File: config.mk
export PLATFORM = sky130hd
export DESIGN_NAME = cascade_and_monitor_flat
export DESIGN_NICKNAME = d
export VERILOG_FILES = /design/src/rtl/cascade_mon_pkg.sv /design/src/rtl/cascade_and_monitor_if.sv /design/src/rtl/cascade_delay_line.sv /design/src/rtl/cascade_and_monitor.sv /design/src/flat_wrapper.sv
export SDC_FILE = /design/constraint.sdc
export NUM_CORES = 1
export LEC_CHECK = 0
export ABC_AREA = 1
export CAP_MARGIN = 20
export CORE_MARGIN = 2
export CORE_UTILIZATION = 45
export CTS_CLUSTER_SIZE = 10
export DETAILED_ROUTE_END_ITERATION = 12
export GPL_TIMING_DRIVEN = 1
export PLACE_DENSITY = 0.7
export SYNTH_ARGS = -nofsm -noshare
export SYNTH_HDL_FRONTEND = slang
export SYNTH_SLANG_ARGS = --single-unit
File: constraint.sdc
create_clock -name clk -period 2.7 [get_ports clk]
set_input_delay 0.54 -clock clk [delete_from_list [all_inputs] [get_ports clk]]
set_output_delay 0.54 -clock clk [all_outputs]
set_load 0.02 [all_outputs]
File: src/rtl/cascade_mon_pkg.sv
// Shared types and limits for the cascade_and pipeline monitor.
package cascade_mon_pkg;

    localparam int LANES       = 2;
    localparam int MAX_LATENCY = 8;

    typedef enum logic [1:0] {
        WARMUP = 2'd0,
        CHECK  = 2'd1,
        HALT   = 2'd2
    } mon_state_e;

endpackage

File: src/rtl/cascade_and_monitor_if.sv
// Monitor bundle: pipeline stimulus/outputs in, check results out.
interface cascade_and_monitor_if #(
    parameter int CNT_W = 16
);
    import cascade_mon_pkg::*;

    logic             clear;
    logic             d0;
    logic             d1;
    logic             q0;
    logic             q1;
    logic             warm;
    logic             mismatch;
    logic [LANES-1:0] err_lanes;
    logic             err_sticky;
    logic [CNT_W-1:0] check_cnt;
    logic [CNT_W-1:0] err_cnt;

    modport master (
        output clear, d0, d1, q0, q1,
        input  warm, mismatch, err_lanes, err_sticky, check_cnt, err_cnt
    );

    modport slave (
        input  clear, d0, d1, q0, q1,
        output warm, mismatch, err_lanes, err_sticky, check_cnt, err_cnt
    );

endinterface

File: src/rtl/cascade_delay_line.sv
// Fixed-depth shift register reproducing the monitored pipeline's latency.
module cascade_delay_line #(
    parameter int WIDTH = 2,
    parameter int DEPTH = 2
) (
    input  logic             clk,
    input  logic             rst_n,
    input  logic [WIDTH-1:0] din,
    output logic [WIDTH-1:0] dout
);

    logic [WIDTH-1:0] stage [DEPTH];

    // NOTE: the stages are reset on purpose: reset must flush stale history, and non-blocking
    // assignment makes every stage take its neighbour's pre-edge value.
    always_ff @(posedge clk) begin
        if (!rst_n) begin
            for (int i = 0; i < DEPTH; i++) stage[i] <= '0;
        end else begin
            stage[0] <= din;
            for (int i = 1; i < DEPTH; i++) stage[i] <= stage[i-1];
        end
    end

    assign dout = stage[DEPTH-1];

endmodule

File: src/rtl/cascade_and_monitor.sv
// Checker for the two-lane cascade_and pipeline (q0 = d0, q1 = d0 & d1 after LATENCY).
// Define CASCADE_MON_STOP_ON_ERR_EN to halt checking at the first miscompare.
module cascade_and_monitor
    import cascade_mon_pkg::*;
#(
    parameter int LATENCY = 2,
    parameter int CNT_W   = 16
) (
    input logic                  clk,
    input logic                  rst_n,
    cascade_and_monitor_if.slave mon
);

    localparam int WC_W = $clog2(MAX_LATENCY);

    mon_state_e       state;
    logic [WC_W-1:0]  warm_cnt;
    logic [LANES-1:0] exp_q;
    logic [LANES-1:0] diff;
    logic             mismatch_r;
    logic [LANES-1:0] err_lanes_r;
    logic             err_sticky_r;
    logic [CNT_W-1:0] check_cnt_r;
    logic [CNT_W-1:0] err_cnt_r;

    // The AND is formed before the delay so exp_q[1] is the expected q1 directly.
    cascade_delay_line #(
        .WIDTH(LANES),
        .DEPTH(LATENCY)
    ) u_delay (
        .clk  (clk),
        .rst_n(rst_n),
        .din  ({mon.d0 & mon.d1, mon.d0}),
        .dout (exp_q)
    );

    assign diff = {mon.q1, mon.q0} ^ exp_q;

    always_ff @(posedge clk) begin
        if (!rst_n) begin
            state        <= WARMUP;
            warm_cnt     <= '0;
            mismatch_r   <= 1'b0;
            err_lanes_r  <= '0;
            err_sticky_r <= 1'b0;
            check_cnt_r  <= '0;
            err_cnt_r    <= '0;
        end else begin
            mismatch_r <= 1'b0;
            case (state)
                WARMUP: begin
                    if (warm_cnt == WC_W'(LATENCY - 1)) state <= CHECK;
                    else                                 warm_cnt <= warm_cnt + 1'b1;
                end
                CHECK: begin
                    if (!mon.clear) begin
                        if (check_cnt_r != '1) check_cnt_r <= check_cnt_r + 1'b1;
                        if (|diff) begin
                            mismatch_r   <= 1'b1;
                            err_lanes_r  <= diff;
                            err_sticky_r <= 1'b1;
                            if (err_cnt_r != '1) err_cnt_r <= err_cnt_r + 1'b1;
`ifdef CASCADE_MON_STOP_ON_ERR_EN
                            state <= HALT;
`endif
                        end
                    end
                end
                HALT: begin
                    if (mon.clear) state <= CHECK;
                end
                default: state <= WARMUP;
            endcase
            // Clear wipes results only; warm-up progress and the delay line are kept.
            if (mon.clear) begin
                err_lanes_r  <= '0;
                err_sticky_r <= 1'b0;
                check_cnt_r  <= '0;
                err_cnt_r    <= '0;
            end
        end
    end

    assign mon.warm       = (state != WARMUP);
    assign mon.mismatch   = mismatch_r;
    assign mon.err_lanes  = err_lanes_r;
    assign mon.err_sticky = err_sticky_r;
    assign mon.check_cnt  = check_cnt_r;
    assign mon.err_cnt    = err_cnt_r;

endmodule
File: src/flat_wrapper.sv
// flat-port wrapper written by rule: the top's interface ports become plain ports
module cascade_and_monitor_flat import cascade_mon_pkg::*;
#(
    parameter int LATENCY = 2,
    parameter int CNT_W   = 16
)
  (clk, rst_n, mon_clear, mon_d0, mon_d1, mon_q0, mon_q1, mon_warm, mon_mismatch, mon_err_lanes, mon_err_sticky, mon_check_cnt, mon_err_cnt);
  cascade_and_monitor_if #(.CNT_W(CNT_W)) mon_i ();
  input logic clk;
  input logic rst_n;
  input wire logic [$bits(mon_i.clear)-1:0] mon_clear;
  input wire logic [$bits(mon_i.d0)-1:0] mon_d0;
  input wire logic [$bits(mon_i.d1)-1:0] mon_d1;
  input wire logic [$bits(mon_i.q0)-1:0] mon_q0;
  input wire logic [$bits(mon_i.q1)-1:0] mon_q1;
  output wire logic [$bits(mon_i.warm)-1:0] mon_warm;
  output wire logic [$bits(mon_i.mismatch)-1:0] mon_mismatch;
  output wire logic [$bits(mon_i.err_lanes)-1:0] mon_err_lanes;
  output wire logic [$bits(mon_i.err_sticky)-1:0] mon_err_sticky;
  output wire logic [$bits(mon_i.check_cnt)-1:0] mon_check_cnt;
  output wire logic [$bits(mon_i.err_cnt)-1:0] mon_err_cnt;
  assign mon_i.clear = mon_clear;
  assign mon_i.d0 = mon_d0;
  assign mon_i.d1 = mon_d1;
  assign mon_i.q0 = mon_q0;
  assign mon_i.q1 = mon_q1;
  assign mon_warm = mon_i.warm;
  assign mon_mismatch = mon_i.mismatch;
  assign mon_err_lanes = mon_i.err_lanes;
  assign mon_err_sticky = mon_i.err_sticky;
  assign mon_check_cnt = mon_i.check_cnt;
  assign mon_err_cnt = mon_i.err_cnt;
  cascade_and_monitor #(.LATENCY(LATENCY), .CNT_W(CNT_W)) u_core (.clk(clk), .rst_n(rst_n), .mon(mon_i));
endmodule
Word level (Yosys, flattened, before mapping)
Memories as Yosys holds them, arrays and structs flattened.
Cells that the tools add are included.
W data, S select, Z words.
{ "totals": {"output_inout_bits": 37, "ram_bits": 4, "mem_count": 1, "regBits": 41, "input_bits": 7, "wordCells": 43} }
{ "mem_list": {"columns": ["memory", "words", "word_bits", "rd", "rd_clocked_by_memory_dff", "write_ports", "line_no", "text"], "rows": [
  ["u_core.u_delay.stage", 2, 2, 2, 0, 2, "cascade_delay_line.sv:12", "logic [WIDTH-1:0] stage [DEPTH];"]
]} }
{ "classes": {"mux": 8, "n_reduce_logical": 10, "bitwise_logic": 7, "addsub": 3, "n_eq_ne": 7} }
{ "ops": {"columns": ["cell", "count"], "rows": [
  ["$add A16 B1 Y16 const B", 2],
  ["$ne A16 B16 Y1 const B", 2],
  ["$mux W2", 4],
  ["$pmux W2 S3", 1],
  ["$reduce_and A2 Y1", 3],
  ["$reduce_and A3 Y1", 2],
  ["$reduce_or A2 Y1", 2],
  ["$add A3 B1 Y3 const B", 1],
  ["$eq A3 B1 Y1 const B", 1],
  ["$mux W1", 3],
  ["$not A1 Y1", 3],
  ["$reduce_or A3 Y1", 1],
  ["$eq A2 B1 Y1 const B", 1],
  ["$eq A2 B2 Y1 const B", 1],
  ["$logic_not A2 Y1", 1],
  ["$ne A2 B1 Y1 const B", 1],
  ["$ne A2 B2 Y1 const B", 1],
  ["$or A1 B1 Y1", 2],
  ["$reduce_bool A2 Y1", 1],
  ["$xor A2 B2 Y2", 1],
  ["$and A1 B1 Y1", 1]
]} }

Depth between registers and ports, before layout
{ "logic_depth": {"word_depth": 3, "depth_mapped": 10, "depth_no_buf": 10} }

By module
Synthesis repeated with hierarchy kept, for this count alone.
{ "unflattened": {"cells_unflattened": 370, "hier_area_um2": 2351.0} }
{ "by_module_without_submodules": {"columns": ["mod", "instances", "area_per_inst_um2", "cells_per_inst", "seq_area_each_um2"], "rows": [
  ["cascade_and_monitor", 1, 2225.9, 356, 800.8],
  ["cascade_delay_line", 1, 125.1, 14, 80.1]
]} }

Least setup slack after synthesis
Ideal clock, no wire load.
{ "synth_timing": {"path_kind": "reg-to-reg", "from": "reg u_core.err_cnt_r[0], in the netlist u_core.mon.err_cnt[0]", "to": "reg u_core.err_cnt_r[0], in the netlist u_core.mon.err_cnt[0]", "t_required_ns": 2.584, "arrival_time_ns": 1.581, "slack_ns": 1.003, "setup_time_ns": 0.116, "synth_period_minus_slack_ns": 1.697, "path_buffers": 1, "path_stages_with_launch": 10, "path_cell_list": "dfxtp_1 > ha_1 > nand2_1 > nor2_2 > nand2_2 > nor2_1 > nor2_4 > buf_6 > nor2_2 > nor2_1"} }
{ "synth_via": {"elab_chain_cells": 2, "word_cells_on_any_way": 3, "cone_classes": "add/sub (1); eq/ne (1); reduce/logical (1)"} }
{ "synth_rtl": {"columns": ["item", "line_no", "text"], "rows": [
  ["start: declaration", "cascade_and_monitor.sv:24", "logic [CNT_W-1:0] err_cnt_r;"],
  ["start signal: assignment", "cascade_and_monitor.sv:62", "if (err_cnt_r != '1) err_cnt_r <= err_cnt_r + 1'b1;"],
  ["branches (longest 2 deep; another with $add A16 B1 Y16)", null, null]
]} }
Several ways; the timed one is not identified.
A chain may end at the register's enable or synchronous reset.

Final worst setup path
{ "layout_timing": {"from": "reg u_core.state[0]", "to": "out mon_warm"} }
{ "layout_via": {"elab_chain_cells": 1} }
{ "layout_rtl": {"columns": ["item", "line_no", "text"], "rows": [
  ["start: declaration", "cascade_and_monitor.sv:16", "mon_state_e state;"],
  ["start signal: assignment", "cascade_and_monitor.sv:41", "state <= WARMUP;"],
  ["start signal: assignment", "cascade_and_monitor.sv:52", "if (warm_cnt == WC_W'(LATENCY - 1)) state <= CHECK;"],
  ["start signal: assignment", "cascade_and_monitor.sv:70", "if (mon.clear) state <= CHECK;"],
  ["$reduce_bool A2 Y1", "cascade_and_monitor.sv:84", "assign mon.warm = (state != WARMUP);"],
  ["end: declaration", "flat_wrapper.sv:16", "output wire logic [$bits(mon_i.warm)-1:0] mon_warm;"]
]} }
No other way between the ends.

==> qor.csv <==
stage;metric;value;unit
outcome;status;completed;
clock_network;cts-buffers-inserted;5;
clock_network;cts_tree;yes;
worst_setup_path;critPathTopFamily;buffers and inverters;
placed_design;globalplace.congestion;0.851;
drt;vias;2342;
global_routing;grt_antenna_before_repair;0;
drt;drt_wl_total;5.29;mm
worst_setup_path;worstSetupPathType;reg -> out;
global_routing;grt_max_degree;18;
cells_and_area;stdcell_count;481;
hold_path;hp-class;reg -> reg;
pwr;irDropWorstVdd;0.323;mV
floorplanning;die_w;77.2;um
cells_and_area;layout_common_cells;98 x nand2_1, 65 x nor2_1, 44 x dfxtp_1;
floorplanning;coreArea;5140;um2
drt;detail_route.iter0.violations;114;
clock_network;cts_setup_buffers;0;
clock_network;root_buffer;clkbuf_8;
timing;final-setup-viol-count;0;
cells_and_area;num_antenna_cells;0;
floorplanning;pin_count;44;
timing;fin_ws;630;ps
pwr;power.leakage;1.09;nW
worst_setup_path;path_buf_inv;1;
placed_design;placed_cells;473;
clock_network;clkTransAtPathRegs;90;ps
floorplanning;dieArea;5950;um2
timing;hold_viol_final;0;
worst_setup_path;slowest_delay;680;ps
logic_synthesis;ys.flop_type;dfxtp_1;
clock_network;cts_resized;0;
worst_setup_path;slowest_stage;clkdlybuf4s50_1;
logic_synthesis;syn_avg_cell_area;6.56;um2
timing;finalClockSkew;8.93;ps
global_routing;overflow;0;
pwr;pwr_density_cell;511;nW/um2
placed_design;port_buffers;43;
worst_setup_path;crit_chain;clkdlybuf4s50_1;
hold_path;min_path_cells;2;
floorplanning;die_y;77.2;um
pwr;p_total;1.52;mW
drt;dr.pass1.iters;4;
cells_and_area;area_growth;23.8;%
drt;remaining_drc_errors;0;
placed_design;place_ws;640;ps
logic_synthesis;ys_seq_area_share;36.6;%
cells_and_area;nNetsFinal;421;
logic_synthesis;yosysUniqueCellTypes;24;
clock_network;insertion_delay;300;ps
timing;fmax;0.483;GHz
floorplanning;std_cell_rows;26;
clock_network;ctsHoldBuffers;0;
drt;wl_per_cell;11.0;um
logic_synthesis;syn_area;2410;um2
global_routing;grt_use_total;18.5;%
timing;setup_tns;0;ps
placed_design;dp_hpwl;3.95;mm
worst_setup_path;cp_num_cells;1;
worst_setup_path;rr_worst_depth;8;
logic_synthesis;syn-num-nets;378;
logic_synthesis;syn_inst;367;
drt;antenna_left;0;
timing;max_slew_margin;63.9;%
cells_and_area;stdcell_area;2980;um2
flow_run;maxCapViolCount;0;
worst_setup_path;cp_max_fo;10;
global_routing;grt_pass1_vias;2111;
timing;slew_violations;0;
drt;vias_per_cell;4.87;
worst_setup_path;end_kind;primary output;
floorplanning;start_util;46.9;%
worst_setup_path;critPathRequiredTime;2160;ps
global_routing;grt_pass1_wl;9.15;mm
timing;grt_setup_unrepaired;no;
logic_synthesis;ys_warn_count;0;
logic_synthesis;synth_seq_cells;44;
worst_setup_path;arrival;1530;ps
logic_synthesis;async_reset_ff_share;0;%
cells_and_area;layout_commonest_cell;nand2_1;
cells_and_area;final_layout_size_suffix_gt1_share;9.98;%
clock_network;clock_path_buffers;2;
placed_design;placed_area;2870;um2
timing;worst_pin_slew;541;ps
worst_setup_path;cp-start-kind;flop;
clock_network;htreeDepth;2;
timing;period_needed;2070;ps
timing;post-route-period-util;76.7;%
logic_synthesis;synth_edf_count;0;
clock_network;clkSinkCount;44;
-- stage by stage --
step	hold WS, ps	utilization [%]
final	426	58.0
after global routing	450	58.0
after CTS	426	58.0
after detailed placement	405	55.8
after global placement	397	55.8
after floorplan	390	-
-- report_power, final --
group	switching [mW]	total, mW	internal [mW]
Combinational	0.180	0.283	0.103
Clock	0.236	0.510	0.274
Sequential	0.0438	0.730	0.686
-- metal layers --
layer	wire length (um)	GRT usage [%]	part of all wire, %	vias up
met2	2470	31.3	47	53
li1	-	-	-	1246
met3	290	4.71	5.5	7
met1	2480	23.1	47	1036
met4	55	5.71	1.0	0
met5	0	0	0	-
-- sequential cells by signal, summed over array words and instances (netlist names) --
| signal | count |
|---|---|
| u_core.mon.check_cnt | 16 |
| u_core.mon.err_lanes | 2 |
| u_core.warm_cnt | 3 |
| u_core.mon.err_sticky | 1 |
| u_core.mon.err_cnt | 16 |
| u_core.mon.mismatch | 1 |
| u_core.u_delay.stage | 4 |
| u_core.state | 1 |
-- cell usage after synthesis, types with 4 or more instances --
cell | n | area share, %
nand2_1 | 98 | 15
nor2_1 | 65 | 10
dfxtp_1 | 44 | 37
inv_1 | 35 | 5.5
nand3_1 | 29 | 6.0
a21oi_1 | 22 | 4.6
nand2_2 | 10 | 2.6
nand4_1 | 10 | 2.6
nor2_2 | 9 | 2.3
o21ai_0 | 7 | 1.5
a21oi_2 | 6 | 2.2
ha_1 | 4 | 2.1
nor3_1 | 4 | 0.83
xor2_1 | 4 | 1.5
-- final timing paths --
kind	startpoint	end	slack (ps)
max reg2reg	u_core.mon.err_cnt[0]$_SDFFE_PP0P_	u_core.mon.err_cnt[13]$_SDFFE_PP0P_	900
min reg2reg	u_core.u_delay.stage[0][1]$_SDFF_PN0_	u_core.u_delay.stage[0][3]$_SDFF_PN0_	430
min	u_core.u_delay.stage[0][1]$_SDFF_PN0_	u_core.u_delay.stage[0][3]$_SDFF_PN0_	430
max	u_core.state[0]$_SDFFE_PN0P_	mon_warm	630
-- cell type report --
type,instances,area (um2)
timing repair buffer,45,445
inverter,39,146
tap,70,87.6
multi-input combinational,275,1310
sequential,44,881
clock inverter,3,42.5
clock buffer,5,68.8
fill,530,2160
-- cells by family after synthesis --
group	after synthesis	share of synthesized area, %
fa+ha+maj	4	2.08
xor+xnor	5	1.82
buf+inv	48	9.04
simple gates	231	42.3
flops	44	36.6
compound gates	35	8.21
Power figures use the tool's default switching activity.
